<file path="src/rtl/branch_predictor_btb.sv">
// branch_predictor_btb: direct-mapped branch target buffer. Each entry has a
// saturating direction counter. Lookup is combinational from the current
// table state. Training comes through a single update port from the
// branch-resolution stage.
// Optional build macro: BPU_STATS_EN adds the update and mispredict
// statistics counters and their two output ports.
module branch_predictor_btb #(
    parameter int XLEN     = 32,
    parameter int ENTRIES  = 16,
    parameter int CTR_BITS = 2
) (
    input  logic            clk,
    input  logic            rst,
    input  logic [XLEN-1:0] lookup_pc,
    output logic            pred_hit,
    output logic            pred_taken,
    output logic [XLEN-1:0] pred_target,
    input  logic            update_valid,
    input  logic [XLEN-1:0] update_pc,
    input  logic            update_taken,
    input  logic [XLEN-1:0] update_target,
    input  logic            update_is_jump,
    input  logic            update_mispredict,
    input  logic            flush_all
`ifdef BPU_STATS_EN
    ,
    output logic [31:0]     stat_updates,
    output logic [31:0]     stat_mispredicts
`endif
);

    localparam int IDX_BITS = $clog2(ENTRIES);
    localparam int TAG_BITS = XLEN - IDX_BITS - 2;

    // Counter encodings: 0 is strongly not-taken and all ones is strongly
    // taken. The MSB is the prediction.
    localparam logic [CTR_BITS-1:0] CTR_MAX     = '1;
    localparam logic [CTR_BITS-1:0] CTR_WEAK_T  = CTR_BITS'(1) << (CTR_BITS - 1);
    localparam logic [CTR_BITS-1:0] CTR_WEAK_NT = CTR_WEAK_T - CTR_BITS'(1);

    // Table state. This uses flops rather than RAM, because reset clears
    // every entry asynchronously.
    logic                valid_reg  [ENTRIES];
    logic [TAG_BITS-1:0] tag_reg    [ENTRIES];
    logic [XLEN-1:0]     target_reg [ENTRIES];
    logic [CTR_BITS-1:0] ctr_reg    [ENTRIES];

    // Lookup side
    logic [IDX_BITS-1:0] lookup_idx;
    logic [TAG_BITS-1:0] lookup_tag;

    // Update side
    logic [IDX_BITS-1:0] update_idx;
    logic [TAG_BITS-1:0] update_tag;
    logic                upd_hit;
    logic                upd_alloc;
    logic                upd_wr;
    logic                upd_target_we;
    logic [CTR_BITS-1:0] ctr_cur;
    logic [CTR_BITS-1:0] ctr_next;

    // Bits that play no part in indexing. When stats are disabled, the
    // mispredict flag also goes unused.
    logic unused_ok;
    assign unused_ok = ^{lookup_pc[1:0], update_pc[1:0], update_mispredict};

    assign lookup_idx = lookup_pc[IDX_BITS+1:2];
    assign lookup_tag = lookup_pc[XLEN-1:IDX_BITS+2];
    assign update_idx = update_pc[IDX_BITS+1:2];
    assign update_tag = update_pc[XLEN-1:IDX_BITS+2];

    // Zero-latency prediction from the current table state. There is no
    // bypass from a same-cycle update.
    always_comb begin
        pred_hit    = valid_reg[lookup_idx] && (tag_reg[lookup_idx] == lookup_tag);
        pred_taken  = pred_hit && ctr_reg[lookup_idx][CTR_BITS-1];
        pred_target = pred_taken ? target_reg[lookup_idx] : (lookup_pc + XLEN'(4));
    end

    // Training decision: hit/allocate qualification and the next counter value
    always_comb begin
        ctr_cur       = ctr_reg[update_idx];
        upd_hit       = valid_reg[update_idx] && (tag_reg[update_idx] == update_tag);
        upd_alloc     = !upd_hit && (update_taken || update_is_jump);
        // A flush in the same cycle wins: nothing is written.
        upd_wr        = update_valid && !flush_all && (upd_hit || upd_alloc);
        upd_target_we = update_taken || update_is_jump;
        ctr_next      = ctr_cur;
        if (!upd_hit) begin
            ctr_next = update_is_jump ? CTR_MAX : CTR_WEAK_T;
        end else if (update_is_jump) begin
            ctr_next = CTR_MAX;
        end else if (update_taken) begin
            ctr_next = (ctr_cur == CTR_MAX) ? CTR_MAX : ctr_cur + CTR_BITS'(1);
        end else begin
            ctr_next = (ctr_cur == '0) ? '0 : ctr_cur - CTR_BITS'(1);
        end
    end

    // One register slice per entry. Only the indexed entry takes the update.
    // Flush clears valid bits only.
    generate
        for (genvar gi = 0; gi < ENTRIES; gi++) begin : g_entry
            // Per-entry valid/tag/target/counter state
            always_ff @(posedge clk or posedge rst) begin
                if (rst) begin
                    valid_reg[gi]  <= 1'b0;
                    tag_reg[gi]    <= '0;
                    target_reg[gi] <= '0;
                    ctr_reg[gi]    <= CTR_WEAK_NT;
                end else if (flush_all) begin
                    valid_reg[gi]  <= 1'b0;
                end else if (upd_wr && (update_idx == IDX_BITS'(gi))) begin
                    valid_reg[gi]  <= 1'b1;
                    tag_reg[gi]    <= update_tag;
                    ctr_reg[gi]    <= ctr_next;
                    if (upd_target_we) begin
                        target_reg[gi] <= update_target;
                    end
                end
            end
        end
    endgenerate

`ifdef BPU_STATS_EN
    logic [31:0] stat_updates_reg;
    logic [31:0] stat_mispredicts_reg;

    // Saturating training statistics. Only reset clears them; flush does not.
    always_ff @(posedge clk or posedge rst) begin
        if (rst) begin
            stat_updates_reg     <= '0;
            stat_mispredicts_reg <= '0;
        end else begin
            if (update_valid && (stat_updates_reg != 32'hFFFF_FFFF)) begin
                stat_updates_reg <= stat_updates_reg + 32'd1;
            end
            if (update_valid && update_mispredict &&
                (stat_mispredicts_reg != 32'hFFFF_FFFF)) begin
                stat_mispredicts_reg <= stat_mispredicts_reg + 32'd1;
            end
        end
    end

    assign stat_updates     = stat_updates_reg;
    assign stat_mispredicts = stat_mispredicts_reg;
`endif

endmodule

</file>
<file path="config.mk">
export PLATFORM = sky130hd
export DESIGN_NAME = branch_predictor_btb
export DESIGN_NICKNAME = d
export VERILOG_FILES = /design/src/rtl/branch_predictor_btb.sv
export SDC_FILE = /design/constraint.sdc
export NUM_CORES = 2
export LEC_CHECK = 0
export BUFFER_PORTS_ARGS = -buffer_cell sky130_fd_sc_hd__buf_2
export CORE_UTILIZATION = 35
export DETAILED_ROUTE_END_ITERATION = 16
export SLEW_MARGIN = 20
export SYNTH_ARGS = -nofsm -noshare
export SYNTH_HDL_FRONTEND = slang
export SYNTH_SLANG_ARGS = --single-unit
</file>
<file path="constraint.sdc">
create_clock -name clk -period 31.9 [get_ports clk]
set_clock_uncertainty 0.2 [all_clocks]
set_input_delay 6.38 -clock clk [delete_from_list [all_inputs] [get_ports clk]]
set_output_delay 6.38 -clock clk [all_outputs]
set_load 0.02 [all_outputs]
</file>
# [Yosys cells after proc, flatten, opt, wreduce, memory -nomap -nowiden]
# Cells that the tools add are included.
[op_classes] n_lt_le_gt_ge=2 n_reduce_logical=76 bitwise_logic=3 mux=60 add_sub_neg=3 eq_ne=18
[op_table] op="26-bit binary-select mux with 4-bit select" n=2
[op_table] op="32-bit binary-select mux with 4-bit select" n=1
[op_table] op="26-bit 2-to-1 mux" n=4
[op_table] op="32-bit 2-to-1 mux" n=3
[op_table] op="26-bit == test" n=2
[op_table] op="3-bit AND reduction" n=16
[op_table] op="1-bit 2-to-1 mux" n=37
[op_table] op="32-bit by 3-bit adder with 32-bit output, second input constant" n=1
[op_table] op="4-bit == test, second input constant" n=8
[op_table] op="2-bit AND reduction" n=16
[op_table] op="2-bit nonzero test" n=16
[op_table] op="1-bit logical AND" n=22
[op_table] op="2-bit 2-to-1 mux" n=9
[op_table] op="2-bit binary-select mux with 4-bit select" n=2
[op_table] op="4-bit by 3-bit == test with 1-bit output, second input constant" n=4
[op_table] op="5-bit greater-or-equal comparator, second input constant" n=2
[op_table] op="4-bit NOT with 5-bit output" n=2
[op_table] op="1-bit binary-select mux with 4-bit select" n=2
[op_table] op="4-bit by 2-bit == test with 1-bit output, second input constant" n=2
[op_table] op="4-bit by 1-bit == test with 1-bit output, second input constant" n=1
[op_table] op="4-bit logical NOT" n=1
[op_table] op="2-bit by 1-bit adder with 2-bit output, second input constant" n=1
[op_table] op="2-bit == test, second input constant" n=1
[op_table] op="1-bit logical NOT" n=2
[op_table] op="other kinds (4)" n=5
[totals] elab_cells=226 regBits=976 in_bits=103 output_inout_bits=34

# [Logic depth before layout (Yosys ltp)]
[depth] depth_word=13 depth_mapped=17 mapped_depth_nobuf=9

# [Least setup slack after synthesis]
# Ideal clock, no wire load.
[synth_path] path_type="input port to output port" from="input lookup_pc[2]" to="output pred_target[18]" n_path_buf=6 slack_ns=15.730 required_time_ns=25.320 stages=9 t_arrival_ns=9.590 cell_sequence="buf_2 -> buf_2 -> buf_2 -> buf_2 -> clkbuf_1 -> buf_1 -> mux4_2 -> mux4_2 -> mux2_2"
[synth_via] elab_chain_len=8 word_cells_on_any_way=18 classes_between="1 x add/sub; 1 x eq/ne; 13 x mux; 1 x bitwise; 2 x reduce/logical"
[synth_rtl] element="start: declaration" line_no="14" source="input logic [XLEN-1:0] lookup_pc,"
[synth_rtl] element="4-bit NOT with 5-bit output (not written as such)" line_no="75, 76, 77"
[synth_rtl] element="26-bit binary-select mux with 4-bit select" line_no="75" source="pred_hit = valid_reg[lookup_idx] && (tag_reg[lookup_idx] == lookup_tag);"
[synth_rtl] element="26-bit 2-to-1 mux (not written as such) (2 in a row)" line_no="75"
[synth_rtl] element="26-bit == test" line_no="75"
[synth_rtl] element="1-bit logical AND" line_no="75"
[synth_rtl] element="1-bit logical AND" line_no="76" source="pred_taken = pred_hit && ctr_reg[lookup_idx][CTR_BITS-1];"
[synth_rtl] element="32-bit 2-to-1 mux *" line_no="77" source="pred_target = pred_taken ? target_reg[lookup_idx] : (lookup_pc + XLEN'(4));"
[synth_rtl] element="end: declaration" line_no="17" source="output logic [XLEN-1:0] pred_target,"
# Mark *: on every way between the ends. The rest lies on a longest branch, timed or not. The select of a mux whose other input is x is not followed.

# [Final worst setup path]
[layout_path] from="input lookup_pc[2]" to="output pred_target[10]"
# Same word-level chain as after synthesis.

==> summary.md <==
| Metric | Value |
|---|---|
| Finished Layout Cells | `5144` |
| Yosys warning count | `0` |
| Iteration-0 DRC count of the detailed router | `2343` |
| Largest net degree at the start of global routing | `172` |
| Sequential Power Share | `0.457` |
| IO Pins | `137` |
| Max FFs per register | `512` |
| Wire per inst | `27.9 um` |
| CTS tree | `yes` |
| Worst hold path type | `reg2reg` |
| DIE WIDTH | `379 um` |
| Final worst-path cycle share | `0.590` |
| Postcts setup bufs | `0` |
| Num rows | `137` |
| Relative slew slack | `0.277` |
| PD cells | `62.6 nW/um^2` |
| Clock H-tree levels | `3` |
| PostCTS Resize Cnt | `0` |
| Layout cells sized above 1 | `0.515` |
| Net Sw Frac | `0.260` |
| Final setup vio count | `0` |
| Ys flop type | `dfrtp_1` |
| Synth unique cells | `69` |
| Number of synthesized flops with an enable pin | `0` |
| GRT Total Usage | `0.202` |
| Die area | `144000 um^2` |
| Post-synthesis async set-or-reset flop share | `1.00` |
| Worst endpoint required time | `25.32 ns` |
| # hold bufs at CTS | `0` |
| Detailed-route via count | `29.5k` |
| I/O Buffers | `133` |
| Slew @ Worst Pin | `1.08 ns` |
| RSZ-0062 raised after global routing | `false` |
| Worst Path Class, Setup | `in2out` |
| Synth top area share | `0.483` |
| Initial Util | `0.354` |
| Routed Antenna Nets | `0` |
| Synthesized Nets | `3293` |
| CTS sink cnt | `976` |
| MaxCap Viol Count | `0` |
| Setup Total Neg Slack | `0 ns` |
| CTS Buffer Depth | `3` |
| Post-Place Cells | `4948` |
| Minimum clock period | `18.81 ns` |
| Mean Syn Cell Area | `15.6 um^2` |
| CP Capture Type | `output port` |
| Nets | `3282` |
| DRT Wirelength | `143000 um` |
| FMAX | `0.0532 GHz` |
| Vias per cell | `5.74` |
| Peak supply drop | `0.0448 mV` |
| Final Wtd Congestion | `0.799` |
| Core box area | `140000 um^2` |
| Status | `completed` |
| Cell area after synthesis | `49700 um^2` |
| Pre-CTS WS | `12.96 ns` |
| CTS Buf Count | `104` |
| HPWL Detailed | `82100 um` |
| Crit path DAT | `12.23 ns` |
| Net Switching | `0.901 mW` |
| Final Slew Violations | `0` |
| Startpoint types | `input port` |
| Top-count cell post-synth | `dfrtp_1` |
| Post-route DRC | `0` |
| Gate power share | `0.174` |
| Clock-pin transition on the worst setup and hold timing paths | `0.06 ns` |
| Crit Path Max Fanout | `73` |
| Area Overhead vs Synth | `11.3%` |
| Yosys top cell by area | `dfrtp_1` |
| Internal Power | `2.56 mW` |
| First-pass GRT wire length | `214000 um` |
| Gate Count Post-Synth | `3189` |
| Seq/Total Area, Yosys | `0.492` |
| Worst skew pair latency | `0.73 ns` |
| Area contributors post-synth | `dfrtp_1 48%, mux2_2 20%, mux4_2 17%, mux2_1 2.6%, mux2i_1 1.8%` |
| Endpoints failing hold | `0` |
| Vias in the first global route | `30.2k` |
| Pre-antenna DRT Iters | `5` |
| Clock root buffer | `clkbuf_16` |
| Die height | `379 um` |
| Final setup margin | `13.09 ns` |
| FF+latch count, synth | `976` |
| Clock power share | `0.369` |
| Synth top cells by count | `960 x dfrtp_1, 880 x mux2_2, 368 x mux4_2` |
| Total gr overflow | `0` |
| Pleak | `24.0 nW` |
| Initial antenna violation count | `18` |
==> path summary, 6_finish.rpt <==
| path | slack [ns] | cells after the start | to | startpoint |
|---|---|---|---|---|
| max reg2reg | 27.04 | 11 | tag_reg[105] | tag_reg[340] |
| max in group asynchronous | 23.17 | 5 | target_reg[454] | rst |
| max | 13.09 | 13 | pred_target[10] | lookup_pc[2] |
| min in group asynchronous | 5.61 | 2 | tag_reg[318] | rst |
| min reg2reg | 0.30 | 1 | target_reg[436] | target_reg[436] |
| min | 0.30 | 1 | target_reg[436] | target_reg[436] |
==> layout make-up <==
cell class              instances  area (um^2)
clock inverters                28          410
inverters                      14         56.3
well taps                    1876         2350
repair buffers                189         1190
diodes                          7         17.5
clock buffers                 161         3200
multi-input cells            1893        23700
fillers                     13100        84900
flip-flops and latches        976        24400
==> critical path: stages <==
cell and delay, ns:
buf_8 0.61, buf_4 0.77, buf_4 0.58, mux4_2 0.56, nor2b_1 0.14, a211oi_1 0.30
a21oi_1 0.27, xor2_1 0.28, nor4b_1 0.35, nand4_1 0.14, and4b_2 1.03, mux2_2 0.49
buf_2 0.18
==> cell families (layout without fill, tap and decap cells) <==
kind of cell,Yosys count,count (layout),share of synthesized area
DFF,976,976,0.492
and+or+nand+nor,181,181,0.0191
xor gates and xnor gates,85,85,0.0150
muxes,1469,1469,0.415
AOI/OAI and AO/OA,155,155,0.0239
adders and majority gates,3,3,0.000680
other,0,7,0
buffers and inverters,320,392,0.0342
==> power by group through the flow <==
stage / sequential [mW] / combinational (mW) / clock (mW)
after floorplan: 1.56 / 0.478 / 0
after global placement: 1.59 / 0.595 / 0
after detailed placement: 1.60 / 0.606 / 0
after CTS: 1.58 / 0.608 / 1.30
after global routing: 1.61 / 0.648 / 1.35
final: 1.58 / 0.603 / 1.28
==> metrics by stage <==
step	area (um^2)	hold slack (ns)	util	total power, mW
finish	55300	0.299	0.395	3.46
floorplan	49700	0.261	-	2.04
CTS	55300	0.302	0.394	3.49
global route	55300	0.310	0.394	3.61
detailed placement	51700	0.289	0.369	2.21
global placement	51700	0.282	0.369	2.19
==> per-layer routing <==
layer	vias up	routed length (um)	GRT usage
met3	187	8800	0.0410
met5	-	97	0
li1	12100	-	-
met2	840	65400	0.307
met1	16400	65900	0.294
met4	16	3090	0.0518
==> cell usage in the layout (no fill, tap or decap), types with 12 or more instances in the layout <==
| cell type | instances |
|---|---|
| o22ai_1 | 14 |
| xor2_1 | 32 |
| mux2_1 | 114 |
| mux2i_1 | 89 |
| buf_2 | 126 |
| nand2_1 | 34 |
| nor2b_1 | 24 |
| xnor2_1 | 53 |
| nand3_1 | 20 |
| dfstp_2 | 16 |
| nor2_1 | 24 |
| clkbuf_1 | 20 |
| mux4_2 | 368 |
| mux2_2 | 880 |
| a21o_1 | 17 |
| buf_4 | 53 |
| a21oi_1 | 31 |
| a211oi_1 | 26 |
| mux2_4 | 18 |
| clkbuf_16 | 105 |
| clkbuf_8 | 37 |
| a22oi_1 | 12 |
| dfrtp_1 | 960 |
| clkinv_2 | 12 |
No activity file was read; power rests on OpenSTA's default activity.
